<file path="src/rtl/pattern_detector_pkg.sv">
`default_nettype none
// ============================================================================
// Module   : pattern_detector_pkg
// Purpose  : Shared limits, types and elaboration-time helper functions for
//            the serial pattern detector. The helpers build the detector's
//            transition table from the pattern value.
// Ports    : none (package)
// Revision : 1.0 - initial release
// ============================================================================
package pattern_detector_pkg;

  localparam int MAX_LEN   = 16;
  localparam int MAX_CNT_W = 16;

  typedef enum logic {
    OVL_OFF = 1'b0,
    OVL_ON  = 1'b1
  } ovl_mode_e;

  // Next matched-prefix length after receiving bit b while in prefix k.
  // The candidate string s is the first k pattern bits followed by b.
  // Returns len when s completes the pattern, otherwise the longest suffix
  // of s (shorter than len) that is also a prefix of the pattern.
  function automatic int next_k(input logic [MAX_LEN-1:0] pattern,
                                input int len, input int k, input logic b);
    int pat;
    int s;
    int res;
    int top;
    pat = int'(pattern);
    s   = ((pat >> (len - k)) << 1) | int'(b);
    res = 0;
    if ((k + 1 == len) && (s == pat)) begin
      res = len;
    end else begin
      top = (k + 1 < len) ? k + 1 : len - 1;
      // Scan from longest to shortest; the first hit wins.
      for (int j = top; j > 0; j--) begin
        if ((res == 0) && ((s & ((1 << j) - 1)) == (pat >> (len - j))))
          res = j;
      end
    end
    return res;
  endfunction

  // Longest proper suffix of the pattern that is also its prefix; this is
  // the resume point after a match when overlapping detection is selected.
  function automatic int overlap_k(input logic [MAX_LEN-1:0] pattern,
                                   input int len);
    int pat;
    int res;
    pat = int'(pattern);
    res = 0;
    for (int j = len - 1; j > 0; j--) begin
      if ((res == 0) && ((pat & ((1 << j) - 1)) == (pat >> (len - j))))
        res = j;
    end
    return res;
  endfunction

endpackage
`default_nettype wire

</file>
<file path="src/rtl/pattern_detector_sat_counter.sv">
`default_nettype none
// ============================================================================
// Module   : sat_counter
// Purpose  : Falling-edge saturating up-counter with synchronous clear and
//            asynchronous active-high reset. Holds at all-ones, never wraps.
// Ports    : clk (in)  clock, falling edge active
//            rst (in)  asynchronous active-high reset
//            clr (in)  synchronous clear, priority over inc
//            inc (in)  increment request
//            q   (out) W-bit count
// Revision : 1.0 - initial release
// ============================================================================
module sat_counter #(
  parameter int W = 8
) (
  input  logic         clk,
  input  logic         rst,
  input  logic         clr,
  input  logic         inc,
  output logic [W-1:0] q
);

  logic [W-1:0] cnt_q;

  always_ff @(negedge clk or posedge rst) begin
    if (rst) begin
      cnt_q <= '0;
    end else if (clr) begin
      cnt_q <= '0;
    end else if (inc && (cnt_q != '1)) begin
      cnt_q <= cnt_q + 1'b1;
    end
  end

  assign q = cnt_q;

endmodule
`default_nettype wire

</file>
<file path="src/rtl/pattern_detector.sv">
`default_nettype none
// ============================================================================
// Module   : pattern_detector
// Purpose  : Serial bit-pattern detector. Tracks the longest matched prefix
//            of PATTERN (MSB first) and pulses match for one cycle on every
//            occurrence, with overlapping or non-overlapping detection.
//            All state changes on the falling edge of clk.
// Ports    : clk     (in)  clock, falling edge active
//            rst     (in)  asynchronous active-high reset
//            en      (in)  sample enable for din
//            din     (in)  serial data bit
//            overlap (in)  1 = overlapping, 0 = non-overlapping detection
//            clr     (in)  synchronous clear of state, match and count
//            match   (out) registered one-cycle match pulse
//            state   (out) current matched-prefix length, 0..LEN-1
//            count   (out) saturating match count
// Config   : PATTERN_DETECTOR_COUNT_EN builds the match counter; without it
//            count is tied to zero.
// Revision : 1.0 - initial release
// ============================================================================
module pattern_detector #(
  parameter int             LEN     = 4,
  parameter logic [LEN-1:0] PATTERN = 4'b1011,
  parameter int             CNT_W   = 8
) (
  input  logic                    clk,
  input  logic                    rst,
  input  logic                    en,
  input  logic                    din,
  input  logic                    overlap,
  input  logic                    clr,
  output logic                    match,
  output logic [$clog2(LEN)-1:0]  state,
  output logic [CNT_W-1:0]        count
);

  import pattern_detector_pkg::*;

  localparam int                 SW      = $clog2(LEN);
  localparam logic [MAX_LEN-1:0] PAT_EXT = MAX_LEN'(PATTERN);
  localparam int                 OVL_K   = overlap_k(PAT_EXT, LEN);

  // Transition table, one entry per prefix length and input bit value.
  // tbl_m* flags that the bit completes the pattern; tbl_k* is the next
  // prefix length when it does not.
  logic [SW-1:0]  tbl_k0 [LEN];
  logic [SW-1:0]  tbl_k1 [LEN];
  logic [LEN-1:0] tbl_m0;
  logic [LEN-1:0] tbl_m1;

  for (genvar g = 0; g < LEN; g++) begin : g_tbl
    localparam int NK0 = next_k(PAT_EXT, LEN, g, 1'b0);
    localparam int NK1 = next_k(PAT_EXT, LEN, g, 1'b1);
    assign tbl_m0[g] = (NK0 == LEN);
    assign tbl_m1[g] = (NK1 == LEN);
    assign tbl_k0[g] = (NK0 == LEN) ? '0 : SW'(NK0);
    assign tbl_k1[g] = (NK1 == LEN) ? '0 : SW'(NK1);
  end

  logic [SW-1:0] state_q, state_d;
  logic          match_q, match_d;
  logic          hit;
  logic [SW-1:0] nk;

  always_comb begin
    hit     = din ? tbl_m1[state_q] : tbl_m0[state_q];
    nk      = din ? tbl_k1[state_q] : tbl_k0[state_q];
    state_d = state_q;
    match_d = 1'b0;
    if (clr) begin
      state_d = '0;
    end else if (en) begin
      if (hit) begin
        match_d = 1'b1;
        state_d = (ovl_mode_e'(overlap) == OVL_ON) ? SW'(OVL_K) : '0;
      end else begin
        state_d = nk;
      end
    end
  end

  always_ff @(negedge clk or posedge rst) begin
    if (rst) begin
      state_q <= '0;
      match_q <= 1'b0;
    end else begin
      state_q <= state_d;
      match_q <= match_d;
    end
  end

  assign state = state_q;
  assign match = match_q;

`ifdef PATTERN_DETECTOR_COUNT_EN
  // match_d is already forced low under clr, and clr also zeroes the count.
  sat_counter #(
    .W (CNT_W)
  ) u_cnt (
    .clk (clk),
    .rst (rst),
    .clr (clr),
    .inc (match_d),
    .q   (count)
  );
`else
  assign count = '0;
`endif

endmodule
`default_nettype wire

</file>
<file path="config.mk">
export PLATFORM = sky130hd
export DESIGN_NAME = pattern_detector
export DESIGN_NICKNAME = d
export VERILOG_FILES = /design/src/rtl/pattern_detector_pkg.sv /design/src/rtl/pattern_detector_sat_counter.sv /design/src/rtl/pattern_detector.sv
export SDC_FILE = /design/constraint.sdc
export NUM_CORES = 1
export LEC_CHECK = 0
export ABC_AREA = 0
export CAP_MARGIN = 30
export CORE_AREA = 2 2 39 41
export CTS_CLUSTER_SIZE = 30
export DETAILED_ROUTE_END_ITERATION = 6
export DIE_AREA = 0 0 41 43
export PLACE_DENSITY = 0.4
export SLEW_MARGIN = 20
export SYNTH_ARGS = -nofsm -noshare
export SYNTH_HDL_FRONTEND = slang
export SYNTH_SLANG_ARGS = --single-unit
</file>
<file path="constraint.sdc">
create_clock -name clk -period 1.1 [get_ports clk]
set_clock_uncertainty 0.15 [all_clocks]
set_input_delay 0.275 -clock clk [delete_from_list [all_inputs] [get_ports clk]]
set_output_delay 0.275 -clock clk [all_outputs]
set_load 0.01 [all_outputs]
</file>
Word-level counts from Yosys, hierarchy flattened --
Cells that the tools add are included.
Cells by class: order comparisons 2, reductions and logical operators 1, $mul 0, mux-type cells 19, equality and inequality tests 0, div/mod/pow operators 0, shift operators 0, $add $sub $neg 0, bitwise operators 1
Operator list (number):
- two-way mux 2 bit | 8
- binary-select mux 2 bit (select 2 bit) | 2
- two-way mux 1 bit | 7
- binary-select mux 1 bit (select 2 bit) | 2
- greater-or-equal comparator 3 bit (second input constant) | 1
- < comparator 2 x 3 -> 1 bit (second input constant) | 1
- inverter 2 -> 3 bit | 1
- nonzero test 2 bit | 1
Storage, ports and cells: output and inout bits 11, bits in writable memories 0, memories kept 0, input bits 6, bits in read-only memories 0, bits in latches 0, logic and storage cells 25, register bits after elaboration 3

Logic depth before layout (Yosys ltp) --
depth after elaboration 8, mapped depth 3, mapped depth without buffers 3

==> out/summary.md <==
## Die
• 41 um — chip width
• 0.146 — initial standard-cell utilization of the core
• 1760 um^2 — die footprint
• 43 um — DIE HEIGHT
• 14 — num rows
• 17 — ports placed on the boundary
• 1380 um^2 — core footprint

## Worst setup path
• 0.39 ns — maximum cell stage delay along the critical path
• 1.32 ns — CP arrival
• 5 — path depth of the worst reg2reg path
• 2 — Critical Path Fanout Max
• output port — Worst setup EP type
• buf_2 — Critical Path, Cell by Cell
• 1 — buffer and inverter count on the worst path
• flop — element type at the critical path start
• flop to output port — type of the worst setup path
• 0.67 ns — data required time of the worst path
• flip-flops — cell family contributing the most delay on the critical path
• state[0] — worst flop-to-flop path endpoint
• sky130_fd_sc_hd__dfrtn_1 — crit path max-delay cell type
• state[1] — worst reg2reg path startpoint
• 0.01 ns — Reg2Reg Setup Slack

## Pwr
• 0.240 — share of total power consumed by net switching
• 0.0908 mW — Net Switching
• 1090 nW/um^2 — P per Cell Area
• 0.306 — share of power burned in registers
• 0.378 mW — power after layout
• 0.274 mV — worst supply voltage drop on vdd
• 0.184 — fraction of power consumed by combinational cells
• 0.510 — fraction of power consumed by the clock network
• 0.287 mW — Int Pwr
• 0.185 nW — Leakage

## Global routing
• 0.0542 — Global Route Usage Sum
• 162 — number of global-route vias before repair
• 0 — antenna violations before repair
• 0 — grt ovf
• 593 um — wire length of the first global-routing pass
• 6 — maximum number of pins on one net before global-route repair

## STA
• 0.478 ns — Min Hold Slack
• 0 — endpoints failing hold
• 0 — count of pins over their slew limit
• true — RSZ-0062 raised after global routing
• 6 — # setup viols final
• -0.640 ns — least setup slack across all paths after layout

## Layout
• 348 um^2 — area of all placed cells without fillers
• 168 — final-layout fill cell count
• 0.400 — share of final-layout standard cells stronger than drive strength 1
• 56 — non-filler cells, final
• 72.7% — Layout Area Growth over Synthesis
• 0 — Diodes inserted
• 47 — nets@finish

## Logic synthesis
• 3 — number of flip-flops and latches in the synthesized netlist
• 201 um^2 — post-synthesis cell area
• sky130_fd_sc_hd__dfrtn_1 — biggest area consumer among synthesized cells
• 12 — Unique masters post-synth
• 24 — cell count after synthesis
• 0 — Yosys warnings
• sky130_fd_sc_hd__dfrtn_1, sky130_fd_sc_hd__buf_4, sky130_fd_sc_hd__nand3b_1 — synth top area cells
• 0.373 — fraction of synthesized cell area taken by the top area cell type
• 0.373 — post-synthesis sequential area ratio
• 8.39 um^2 — post-synthesis average cell area

## Place
• 298 um^2 — total cell area at the placement stage
• 8 — input/output buffers
• 51 — placed insts
• 0.641 — RePlAce Congestion

## Clock network
• 0 — CTS Hold Bufs
• 0.25 ns — clk_lat worst skew
• sky130_fd_sc_hd__clkbuf_4 — root cell of the clock tree
• 1 — number of H-tree levels
• 3 — clock tree sinks
• 0.03 ns — clock slew at reported path FFs
• 2 — CTS max path bufs
• 3 — number of clock buffers inserted by TritonCTS
• built — clock tree from TritonCTS

## Outcome
• complete, but fails checks — run status
• setup timing — violations in the final reports

## Route
• 183 — via count
• 407 um — post-detailed-routing wire length
• 0 — number of antenna-violating nets in the routed design
• 0 — remaining routing DRC violations
• 3.27 — average via count per standard cell
• 1 — number of iterations in the first detailed-routing pass
• 0 — Starting DRT DRC Count
• 7.27 um — average routed wire per standard cell

## Job
• 0 — reported max-cap violation count

## Min path
• input pin to asynchronous set/reset pin — class of the tightest hold or removal check

metal layers:
layer  global-route usage  vias to the layer above  wire length, um
li1                     -                       92                -
met1               0.0705                       78              172
met2               0.0500                       11              166
met3               0.0209                        2               49
met4               0.0800                        0               19
met5                    0                        -                0
cells in the mapped netlist:
cell type / instances
sky130_fd_sc_hd__a21oi_1: 2
sky130_fd_sc_hd__buf_4: 8
sky130_fd_sc_hd__conb_1: 1
sky130_fd_sc_hd__dfrtn_1: 3
sky130_fd_sc_hd__inv_1: 2
sky130_fd_sc_hd__nand2_1: 1
sky130_fd_sc_hd__nand3_1: 1
sky130_fd_sc_hd__nand3b_1: 2
sky130_fd_sc_hd__nand4_1: 1
sky130_fd_sc_hd__nor2_1: 1
sky130_fd_sc_hd__nor2b_1: 1
sky130_fd_sc_hd__o21ai_1: 1
layout make-up:
cell class	count	area, um^2	share of cell area
clock buffers	4	26.3	0.0755
inverters	2	7.51	0.0216
multi-input cells	18	96.3	0.277
flip-flops and latches	3	75.1	0.216
well taps	16	20.0	0.0576
repair buffers	13	123	0.353
cell families (layout without fill, tap and decap cells):
family,count (synthesis),in the layout,synth area share
buf+inv,10,19,0.335
flops,3,3,0.373
other cells,1,8,0.0186
compound gates,3,3,0.0745
simple gates,7,7,0.199
how the worst max path moves through the flow:
stage	start	end	slack (ns)	depth (start not counted)
detailed placement	state[1]	state[1]	-0.80	1
global route	state[1]	state[1]	-0.67	1
finish	state[0]	state[0]	-0.64	1
floorplan	state[0]	state[0]	-0.36	0
CTS	state[0]	state[0]	-0.65	1
global placement	state[0]	state[0]	-0.80	1
sequential cells by signal (all words and copies together) (netlist names):
signal	count
match	1
state	2
repair_timing:
action,in CTS,in global routing
setup buffers,1,0
endpoints found under the setup margin,6,6
cloned,0,0
pin swaps,6,6
resized for setup,29,5
cells in the final DEF (no fill, tap or decap), types with 2 or more instances in the layout:
master and count:
sky130_fd_sc_hd__a21oi_1 2, sky130_fd_sc_hd__clkbuf_4 3, sky130_fd_sc_hd__inv_1 2, sky130_fd_sc_hd__buf_4 3, sky130_fd_sc_hd__buf_6 5, sky130_fd_sc_hd__buf_2 2
sky130_fd_sc_hd__nand3b_1 2, sky130_fd_sc_hd__dfrtn_1 3, sky130_fd_sc_hd__conb_1 8
stage by stage:
step / utilization / TNS, ns / setup slack, ns
after detailed placement: 0.215 / -4.96 / -0.801
final: 0.251 / -2.29 / -0.640
after global placement: 0.215 / -4.98 / -0.799
after CTS: 0.236 / -2.36 / -0.652
after floorplan: - / -1.70 / -0.360
after global routing: 0.251 / -2.43 / -0.667
power groups by stage:
stage / Sequential (mW) / Combinational (mW) / Clock (mW)
6_report: 0.116 / 0.0695 / 0.193
5_1_grt: 0.116 / 0.0769 / 0.217
4_1_cts: 0.116 / 0.0631 / 0.202
3_5_place_dp: 0.117 / 0.0617 / 0
3_3_place_gp: 0.117 / 0.0624 / 0
2_1_floorplan: 0.120 / 0.0422 / 0
Note: power is estimated with default switching activity, not from simulation.
